===== config.mk =====
export PLATFORM = sky130hd
export DESIGN_NAME = letc_core_amo_sequencer_flat
export DESIGN_NICKNAME = d
export VERILOG_FILES = /design/src/rtl/letc_core_pkg.sv /design/src/rtl/letc_core_amo_sequencer_if.sv /design/src/rtl/letc_core_amo_alu.sv /design/src/rtl/letc_core_amo_sequencer.sv /design/src/flat_wrapper.sv
export SDC_FILE = /design/constraint.sdc
export NUM_CORES = 1
export LEC_CHECK = 0
export ABC_AREA = 1
export ABC_CLOCK_PERIOD_IN_PS = 4500
export CAP_MARGIN = 25
export CORE_ASPECT_RATIO = 0.75
export CORE_MARGIN = 2
export CORE_UTILIZATION = 40
export CTS_BUF_LIST = sky130_fd_sc_hd__clkbuf_8 sky130_fd_sc_hd__clkbuf_16
export DETAILED_ROUTE_END_ITERATION = 8
export PLACE_DENSITY_LB_ADDON = 0.12
export SYNTH_ARGS = -nofsm -noshare
export SYNTH_HDL_FRONTEND = slang
export SYNTH_HIERARCHICAL = 1
export SYNTH_SLANG_ARGS = --single-unit

===== constraint.sdc =====
create_clock -name clk -period 4.5 [get_ports clk]
set_clock_uncertainty 0.2 [all_clocks]
set_input_delay 1.35 -clock clk [delete_from_list [all_inputs] [get_ports clk]]
set_output_delay 1.35 -clock clk [all_outputs]
set_load 0.1 [all_outputs]

===== src/rtl/letc_core_pkg.sv =====
// Shared LETC core types for the atomic-memory-operation path: request kinds,
// AMO ALU opcodes, sequencer states and the SC result constants.
package letc_core_pkg;

  typedef enum logic [1:0] {
    AMO_KIND_AMO = 2'd0,
    AMO_KIND_LR  = 2'd1,
    AMO_KIND_SC  = 2'd2
  } amo_kind_e;

  typedef enum logic [3:0] {
    AMO_OP_SWAP = 4'd0,
    AMO_OP_ADD  = 4'd1,
    AMO_OP_AND  = 4'd2,
    AMO_OP_OR   = 4'd3,
    AMO_OP_XOR  = 4'd4,
    AMO_OP_MIN  = 4'd5,
    AMO_OP_MAX  = 4'd6,
    AMO_OP_MINU = 4'd7,
    AMO_OP_MAXU = 4'd8
  } amo_alu_op_e;

  typedef enum logic [2:0] {
    AMO_SEQ_IDLE    = 3'd0,
    AMO_SEQ_RD_REQ  = 3'd1,
    AMO_SEQ_RD_WAIT = 3'd2,
    AMO_SEQ_WR_REQ  = 3'd3,
    AMO_SEQ_WR_WAIT = 3'd4,
    AMO_SEQ_DRAIN   = 3'd5,
    AMO_SEQ_DONE    = 3'd6
  } amo_seq_state_e;

  localparam logic [31:0] SC_FAIL_VAL   = 32'd1;
  localparam logic [31:0] SC_OK_VAL     = 32'd0;
  localparam logic [31:0] AMO_UNDEF_VAL = 32'hDEADBEEF;

endpackage


===== src/rtl/letc_core_amo_sequencer_if.sv =====
// Valid/ready data-memory (DMSS) port used by the AMO sequencer.
// master = requester (sequencer), slave = DMSS.
interface letc_core_amo_sequencer_if;

  logic        mem_req_valid;
  logic        mem_req_ready;
  logic        mem_req_we;
  logic [31:0] mem_req_addr;
  logic [31:0] mem_req_wdata;
  logic        mem_rsp_valid;
  logic [31:0] mem_rsp_rdata;

  modport master (
    output mem_req_valid, mem_req_we, mem_req_addr, mem_req_wdata,
    input  mem_req_ready, mem_rsp_valid, mem_rsp_rdata
  );

  modport slave (
    input  mem_req_valid, mem_req_we, mem_req_addr, mem_req_wdata,
    output mem_req_ready, mem_rsp_valid, mem_rsp_rdata
  );

endinterface


===== src/rtl/letc_core_amo_alu.sv =====
// Combinational RV32A read-modify-write ALU. Shared with the memory2 datapath
// so the AMO semantics live in exactly one place.
module letc_core_amo_alu
  import letc_core_pkg::*;
(
  input  amo_alu_op_e i_op,
  input  logic [31:0] i_mem_rdata,
  input  logic [31:0] i_rs2,
  output logic [31:0] o_result
);

  // Select the new memory word from the old word and rs2.
  always_comb begin
    // NOTE: assign a default before the case so no path leaves o_result unassigned (no latch).
    o_result = AMO_UNDEF_VAL;
    case (i_op)
      AMO_OP_SWAP: o_result = i_rs2;
      AMO_OP_ADD:  o_result = i_mem_rdata + i_rs2;
      AMO_OP_AND:  o_result = i_mem_rdata & i_rs2;
      AMO_OP_OR:   o_result = i_mem_rdata | i_rs2;
      AMO_OP_XOR:  o_result = i_mem_rdata ^ i_rs2;
      AMO_OP_MIN:  o_result = ($signed(i_mem_rdata) < $signed(i_rs2)) ? i_mem_rdata : i_rs2;
      AMO_OP_MAX:  o_result = ($signed(i_mem_rdata) > $signed(i_rs2)) ? i_mem_rdata : i_rs2;
      AMO_OP_MINU: o_result = (i_mem_rdata < i_rs2) ? i_mem_rdata : i_rs2;
      AMO_OP_MAXU: o_result = (i_mem_rdata > i_rs2) ? i_mem_rdata : i_rs2;
      default:     o_result = AMO_UNDEF_VAL;
    endcase
  end

endmodule


===== src/rtl/letc_core_amo_sequencer.sv =====
// RV32A sequencer: runs AMO / LR.W / SC.W as a load and optional store on the
// single DMSS port, stalls the pipeline while doing so and owns the LR/SC
// reservation. Build option: define LETC_CORE_AMO_LRSC_EN to include the
// reservation register; without it LR is a plain load and SC always fails.
module letc_core_amo_sequencer
  import letc_core_pkg::*;
#(
  parameter int unsigned RESV_GRAN_LOG2 = 2
) (
  input  logic        clk,
  input  logic        rst_n,
  input  logic        req_valid,
  output logic        req_ready,
  input  amo_kind_e   req_kind,
  input  amo_alu_op_e req_amo_op,
  input  logic [31:0] req_addr,
  input  logic [31:0] req_rs2,
  input  logic        flush,
  input  logic        resv_clear,
  output logic        busy,
  output logic        rsp_valid,
  output logic [31:0] rsp_rd_val,
  output logic        rsp_misaligned,
  letc_core_amo_sequencer_if.master dmss
);

  amo_seq_state_e r_state;
  amo_seq_state_e w_next_state;
  amo_kind_e      r_kind;
  amo_alu_op_e    r_op;
  logic [29:0]    r_addr;        // word address of the operation
  logic [31:0]    r_rs2;
  logic [31:0]    r_wdata;
  logic [31:0]    r_rd_val;
  logic           r_misaligned;

  logic           w_accept;
  logic           w_misaligned_in;
  logic           w_resv_match;
  logic           w_rd_rsp;      // read data arriving and the op is not being flushed
  logic [31:0]    w_alu_result;

  assign w_accept        = req_valid && req_ready;
  assign w_misaligned_in = |req_addr[1:0];
  assign w_rd_rsp        = (r_state == AMO_SEQ_RD_WAIT) && dmss.mem_rsp_valid && !flush;

  letc_core_amo_alu u_alu (
    .i_op        (r_op),
    .i_mem_rdata (dmss.mem_rsp_rdata),
    .i_rs2       (r_rs2),
    .o_result    (w_alu_result)
  );

`ifdef LETC_CORE_AMO_LRSC_EN
  logic                     r_resv_valid;
  logic [31:RESV_GRAN_LOG2] r_resv_tag;

  assign w_resv_match = r_resv_valid && (r_resv_tag == req_addr[31:RESV_GRAN_LOG2]);

  // Reservation: clear has priority over an LR completing in the same cycle.
  always_ff @(posedge clk) begin
    if (!rst_n) begin
      r_resv_valid <= 1'b0;
      r_resv_tag   <= '0;
    end else if (resv_clear) begin
      r_resv_valid <= 1'b0;
    end else if (w_accept && req_kind == AMO_KIND_SC) begin
      r_resv_valid <= 1'b0;
    end else if (w_rd_rsp && r_kind == AMO_KIND_LR) begin
      r_resv_valid <= 1'b1;
      r_resv_tag   <= r_addr[29:RESV_GRAN_LOG2-2];
    end
  end
`else
  // No reservation is ever held, so every SC fails without touching memory.
  logic        w_unused_resv_clear;
  logic [31:0] w_unused_gran;
  assign w_unused_resv_clear = resv_clear;
  assign w_unused_gran       = 32'(RESV_GRAN_LOG2);
  assign w_resv_match        = 1'b0;
`endif

  // State register.
  always_ff @(posedge clk) begin
    if (!rst_n) begin
      r_state <= AMO_SEQ_IDLE;
    end else begin
      // NOTE: sequential state uses non-blocking assignments so every flop samples pre-edge values.
      r_state <= w_next_state;
    end
  end

  // Next-state and control outputs.
  always_comb begin
    w_next_state       = r_state;
    req_ready          = 1'b0;
    busy               = 1'b1;
    rsp_valid          = 1'b0;
    rsp_misaligned     = 1'b0;
    dmss.mem_req_valid = 1'b0;
    dmss.mem_req_we    = 1'b0;
    case (r_state)
      AMO_SEQ_IDLE: begin
        busy      = 1'b0;
        // A flush in IDLE suppresses a same-cycle accept.
        req_ready = !flush;
        if (w_accept) begin
          if (w_misaligned_in)              w_next_state = AMO_SEQ_DONE;
          else if (req_kind == AMO_KIND_SC) w_next_state = w_resv_match ? AMO_SEQ_WR_REQ : AMO_SEQ_DONE;
          else                              w_next_state = AMO_SEQ_RD_REQ;
        end
      end
      AMO_SEQ_RD_REQ: begin
        // Withdraw the unaccepted read on flush so no response is owed.
        dmss.mem_req_valid = !flush;
        if (flush)                   w_next_state = AMO_SEQ_IDLE;
        else if (dmss.mem_req_ready) w_next_state = AMO_SEQ_RD_WAIT;
      end
      AMO_SEQ_RD_WAIT: begin
        if (flush) begin
          // If the response is already here it is simply dropped.
          w_next_state = dmss.mem_rsp_valid ? AMO_SEQ_IDLE : AMO_SEQ_DRAIN;
        end else if (dmss.mem_rsp_valid) begin
          w_next_state = (r_kind == AMO_KIND_LR) ? AMO_SEQ_DONE : AMO_SEQ_WR_REQ;
        end
      end
      AMO_SEQ_WR_REQ: begin
        dmss.mem_req_valid = 1'b1;
        dmss.mem_req_we    = 1'b1;
        if (dmss.mem_req_ready) w_next_state = AMO_SEQ_WR_WAIT;
      end
      AMO_SEQ_WR_WAIT: begin
        if (dmss.mem_rsp_valid) w_next_state = AMO_SEQ_DONE;
      end
      AMO_SEQ_DRAIN: begin
        if (dmss.mem_rsp_valid) w_next_state = AMO_SEQ_IDLE;
      end
      AMO_SEQ_DONE: begin
        rsp_valid      = 1'b1;
        rsp_misaligned = r_misaligned;
        w_next_state   = AMO_SEQ_IDLE;
      end
      default: w_next_state = AMO_SEQ_IDLE;
    endcase
  end

  // Operand capture, store data and rd value.
  always_ff @(posedge clk) begin
    if (!rst_n) begin
      r_kind       <= AMO_KIND_AMO;
      r_op         <= AMO_OP_SWAP;
      r_addr       <= '0;
      r_rs2        <= '0;
      r_wdata      <= '0;
      r_rd_val     <= '0;
      r_misaligned <= 1'b0;
    end else begin
      if (w_accept) begin
        r_kind       <= req_kind;
        r_op         <= req_amo_op;
        r_addr       <= req_addr[31:2];
        r_rs2        <= req_rs2;
        r_wdata      <= req_rs2;
        r_misaligned <= w_misaligned_in;
        // Failed-SC value; overwritten later by every path that reaches memory.
        r_rd_val     <= w_misaligned_in ? 32'd0 : SC_FAIL_VAL;
      end
      if (w_rd_rsp) begin
        r_rd_val <= dmss.mem_rsp_rdata;
        r_wdata  <= w_alu_result;
      end
      if (r_state == AMO_SEQ_WR_WAIT && dmss.mem_rsp_valid && r_kind == AMO_KIND_SC) begin
        r_rd_val <= SC_OK_VAL;
      end
    end
  end

  assign dmss.mem_req_addr  = {r_addr, 2'b00};
  assign dmss.mem_req_wdata = r_wdata;
  assign rsp_rd_val         = r_rd_val;

endmodule


===== src/flat_wrapper.sv =====
// flat-port wrapper written by rule: the top's interface ports become plain ports
module letc_core_amo_sequencer_flat import letc_core_pkg::*;
#(
  parameter int unsigned RESV_GRAN_LOG2 = 2
)
  (clk, rst_n, req_valid, req_ready, req_kind, req_amo_op, req_addr, req_rs2, flush, resv_clear, busy, rsp_valid, rsp_rd_val, rsp_misaligned, dmss_mem_req_valid, dmss_mem_req_we, dmss_mem_req_addr, dmss_mem_req_wdata, dmss_mem_req_ready, dmss_mem_rsp_valid, dmss_mem_rsp_rdata);
  letc_core_amo_sequencer_if dmss_i ();
  input  logic clk;
  input  logic rst_n;
  input  logic req_valid;
  output logic req_ready;
  input  amo_kind_e req_kind;
  input  amo_alu_op_e req_amo_op;
  input  logic [31:0] req_addr;
  input  logic [31:0] req_rs2;
  input  logic flush;
  input  logic resv_clear;
  output logic busy;
  output logic rsp_valid;
  output logic [31:0] rsp_rd_val;
  output logic rsp_misaligned;
  output wire logic [$bits(dmss_i.mem_req_valid)-1:0] dmss_mem_req_valid;
  output wire logic [$bits(dmss_i.mem_req_we)-1:0] dmss_mem_req_we;
  output wire logic [$bits(dmss_i.mem_req_addr)-1:0] dmss_mem_req_addr;
  output wire logic [$bits(dmss_i.mem_req_wdata)-1:0] dmss_mem_req_wdata;
  input wire logic [$bits(dmss_i.mem_req_ready)-1:0] dmss_mem_req_ready;
  input wire logic [$bits(dmss_i.mem_rsp_valid)-1:0] dmss_mem_rsp_valid;
  input wire logic [$bits(dmss_i.mem_rsp_rdata)-1:0] dmss_mem_rsp_rdata;
  assign dmss_mem_req_valid = dmss_i.mem_req_valid;
  assign dmss_mem_req_we = dmss_i.mem_req_we;
  assign dmss_mem_req_addr = dmss_i.mem_req_addr;
  assign dmss_mem_req_wdata = dmss_i.mem_req_wdata;
  assign dmss_i.mem_req_ready = dmss_mem_req_ready;
  assign dmss_i.mem_rsp_valid = dmss_mem_rsp_valid;
  assign dmss_i.mem_rsp_rdata = dmss_mem_rsp_rdata;
  letc_core_amo_sequencer #(.RESV_GRAN_LOG2(RESV_GRAN_LOG2)) u_core (.clk(clk), .rst_n(rst_n), .req_valid(req_valid), .req_ready(req_ready), .req_kind(req_kind), .req_amo_op(req_amo_op), .req_addr(req_addr), .req_rs2(req_rs2), .flush(flush), .resv_clear(resv_clear), .busy(busy), .rsp_valid(rsp_valid), .rsp_rd_val(rsp_rd_val), .rsp_misaligned(rsp_misaligned), .dmss(dmss_i));
endmodule

==> qor.txt <==
Clock Latency Late Sink = 0.44 ns
Synth Area per Inst = 6.482 um2
Share of cells above drive strength 1 = 14.06%
Vias in the first global route = 12.43k
Worst R2R End = u_core/dmss.mem_req_wdata[24]$_SDFFE_PN0P_
Antenna violations before repair = 0
# DRC = 11
H-tree depth = 4
Critical Path RT = 4.66 ns
Crit-path cells = clkdlybuf4s50_1 -> inv_1 -> ha_1 -> nor2_2 -> nand3_1 -> nor2_4 -> and3b_2 -> nand2_4 -> nand2_4 -> buf_4 -> clkinv_1 -> buf_12 -> nand2_1 -> nand3_1 -> nand3_1 -> nor2_1 -> nand3_1 -> nand2_1 -> a31oi_1
Yosys warns = 6
Crit path largest cell delay = 0.54 ns
Setup TNS = 0 ns
Vias = 13.58k
Crit path from = dmss_mem_rsp_rdata[31]
MaxCap Viol Count = 0
Design Area, Final = 0.01531 mm2
Post-synth top flop = dfxtp_1
Mapped Cells = 1,724
Register bit total from synthesis = 136
Design Power = 6.195 mW
Routability Congestion = 1.009
Hold Fails Final Rpt = 0
Crit Path Class = input port to flip-flop
Fin crit share = 98.24%
Async set-reset flop share out of synthesis = 0%
Slew HR = 22.79%
CP most frequent cell = nand3_1
Die Y = 148.8 um
Wirelength per Cell = 19.47 um
Area growth syn-to-layout = 36.98%
Final WL = 46,870 um
Pin count of the biggest net entering global routing = 136
Worst-case clock buffer depth = 2
Die width = 197.0 um
Core area = 0.02720 mm2
Critical Path End = u_core/dmss.mem_req_wdata[24]$_SDFFE_PN0P_
CP max FO = 9
DP Cell Count = 2,375
CP max-delay cell = clkdlybuf4s50_1
Max Freq = 226.2 MHz
Buffers and inverters on the worst path = 5
Num CTS Buffers = 17
Setup Viol. Count Final = 0
Post-synth cell types = 55
R2R depth = 19
Hold_buf cts = 0
Antenna Nets Post-Route = 0
Most common cell after layout, fill and taps aside = nand2_1
Clk slew on worst S/H paths = 0.07 ns
Die Area = 0.02931 mm2
Pwr dens = 404.7 mW/mm2
CTS sink count = 136
Startpoint Class = input port
CP delay by family, top = simple AND/OR/NAND/NOR gates
Nets@finish = 2,249
R2R Path Start = u_core/r_rs2[14]$_SDFFE_PN0P_
WP data arrival = 4.58 ns
Mapped Area = 0.01118 mm2
Filler cell count = 2,739
Initial Util = 41.09%
Via density = 5.641
Worst path depth = 19
First-pass GRT wire length = 71,530 um
Port buffer count = 207
Commonest cells after routing, fill and taps aside = nand2_1 (463), nand3_1 (207), clkdlybuf4s50_1 (198)
CTS root buffer = clkbuf_16
Grt ovf = 0
Ant. Diodes = 0
Seq/Total Area, Yosys = 24.36%
Drt pass-1 iters = 9
Tot GR Track Use = 31.67%
Static Leak = 6.668 nW
Number of synthesized flops with an enable pin = 0
Worst slew pin tran = 1.157 ns
Post-route insts no fill = 2,407
VDD IR-drop max = 0.4930 mV
DRT iter0 DRCs = 1,406
Slew Limit Fails = 0
Flop-to-flop setup slack = 1.05 ns
Crit path capture type = flip-flop
Minimum clock period = 4.421 ns
Status = finished with violations
# IOs = 211
Final HPWL DP = 35,280 um
Failing checks = DRC
CTS tree = built
Site Rows = 52
Placed Instance Area = 0.01466 mm2
Hold WC Path Type = flip-flop to flip-flop
## tightest hold or removal path, cell delays in order (launching register included)
cell and delay [ns]:
dfxtp_1 0.30, inv_1 0.07, a21oi_1 0.06
## metal layers
layer / vias up / part of all wire [%] / global-route usage [%]
li1: 6483 / - / -
met1: 6317 / 48 / 48.74
met2: 721 / 39 / 43.07
met3: 56 / 13 / 9.270
met4: 0 / 1.1 / 5.714
met5: - / 0 / 0
## cell families after synthesis
logic type | count (synthesis) | share of synthesized area [%]
AND/OR/NAND/NOR | 846 | 33.14
XOR/XNOR | 4 | 0.3134
buffers and inverters | 250 | 10.14
AO/OA/AOI/OAI | 390 | 21.08
adder cells (fa/ha/maj) | 97 | 10.93
other | 1 | 0.03355
flip-flops | 136 | 24.36
## cell usage after synthesis, drive strengths merged, types with 5 or more instances
library cell	instances	area share (%)
clkbuf	35	1.2
o21ai	60	2.7
dfxtp	136	24
inv	155	5.2
nand3	213	9.9
o211ai	36	2.8
a2111oi	7	0.55
nand2	475	16
a21oi	185	8.6
ha	96	11
nor3	20	0.99
buf	58	3.7
o22ai	31	1.7
o21bai	5	0.34
nor2	110	4.0
a221oi	9	0.71
a31oi	32	1.8
nand4	17	1.1
## worst min path at each step
stage,start,end,slack [ns],depth (start not counted)
2_1_floorplan,u_core/r_misaligned$_SDFFE_PN0P_,u_core/r_misaligned$_SDFFE_PN0P_,0.23,2
3_3_place_gp,u_core/r_addr[15]$_SDFFE_PN0P_,u_core/r_addr[15]$_SDFFE_PN0P_,0.25,2
3_5_place_dp,u_core/r_addr[20]$_SDFFE_PN0P_,u_core/r_addr[20]$_SDFFE_PN0P_,0.26,2
4_1_cts,u_core/r_addr[20]$_SDFFE_PN0P_,u_core/r_addr[20]$_SDFFE_PN0P_,0.27,2
5_1_grt,u_core/r_addr[5]$_SDFFE_PN0P_,u_core/r_addr[5]$_SDFFE_PN0P_,0.29,2
6_report,u_core/r_misaligned$_SDFFE_PN0P_,u_core/r_misaligned$_SDFFE_PN0P_,0.27,2
## power breakdown
part,internal [mW],switching (mW),total [mW]
registers,1.34,0.138,1.48
logic,0.987,2.17,3.16
clock network,0.897,0.660,1.56
## sequential cells by signal, summed over array words and instances, names as in the netlist
signal,count
u_core/r_addr,30
u_core/r_rs2,32
u_core/r_kind,2
u_core/dmss.mem_req_wdata,32
u_core/r_state,3
u_core/r_misaligned,1
u_core/rsp_rd_val,32
u_core/r_op,4
## timing repair
item | CTS | global route
endpoints found under the hold margin | 0 | 0
resized for setup | 0 | 3
setup endpoints to repair | 0 | 26
buffers inserted | 0 | 0
## layout make-up
class / count / area [um2] / area share (%)
clock buffers: 17 / 425.4 / 2.779
clock inverters: 15 / 206.4 / 1.349
multi-input cells: 1339 / 7350 / 48.01
well taps: 351 / 439.2 / 2.869
inverters: 157 / 589.3 / 3.850
flip-flops and latches: 136 / 2723 / 17.79
repair buffers: 392 / 3576 / 23.36
## stage by stage
| step | hold WS [ns] | setup slack (ns) | util (%) |
|---|---|---|---|
| CTS | 0.2654 | 0.07447 | 56.24 |
| global route | 0.2852 | -0.01351 | 56.29 |
| finish | 0.2659 | 0.07910 | 56.29 |
| detailed placement | 0.2557 | -0.3709 | 53.92 |
| floorplan | 0.2278 | 0.3124 | - |
| global placement | 0.2506 | -0.3349 | 53.92 |
No activity file was read; power rests on OpenSTA's default activity.
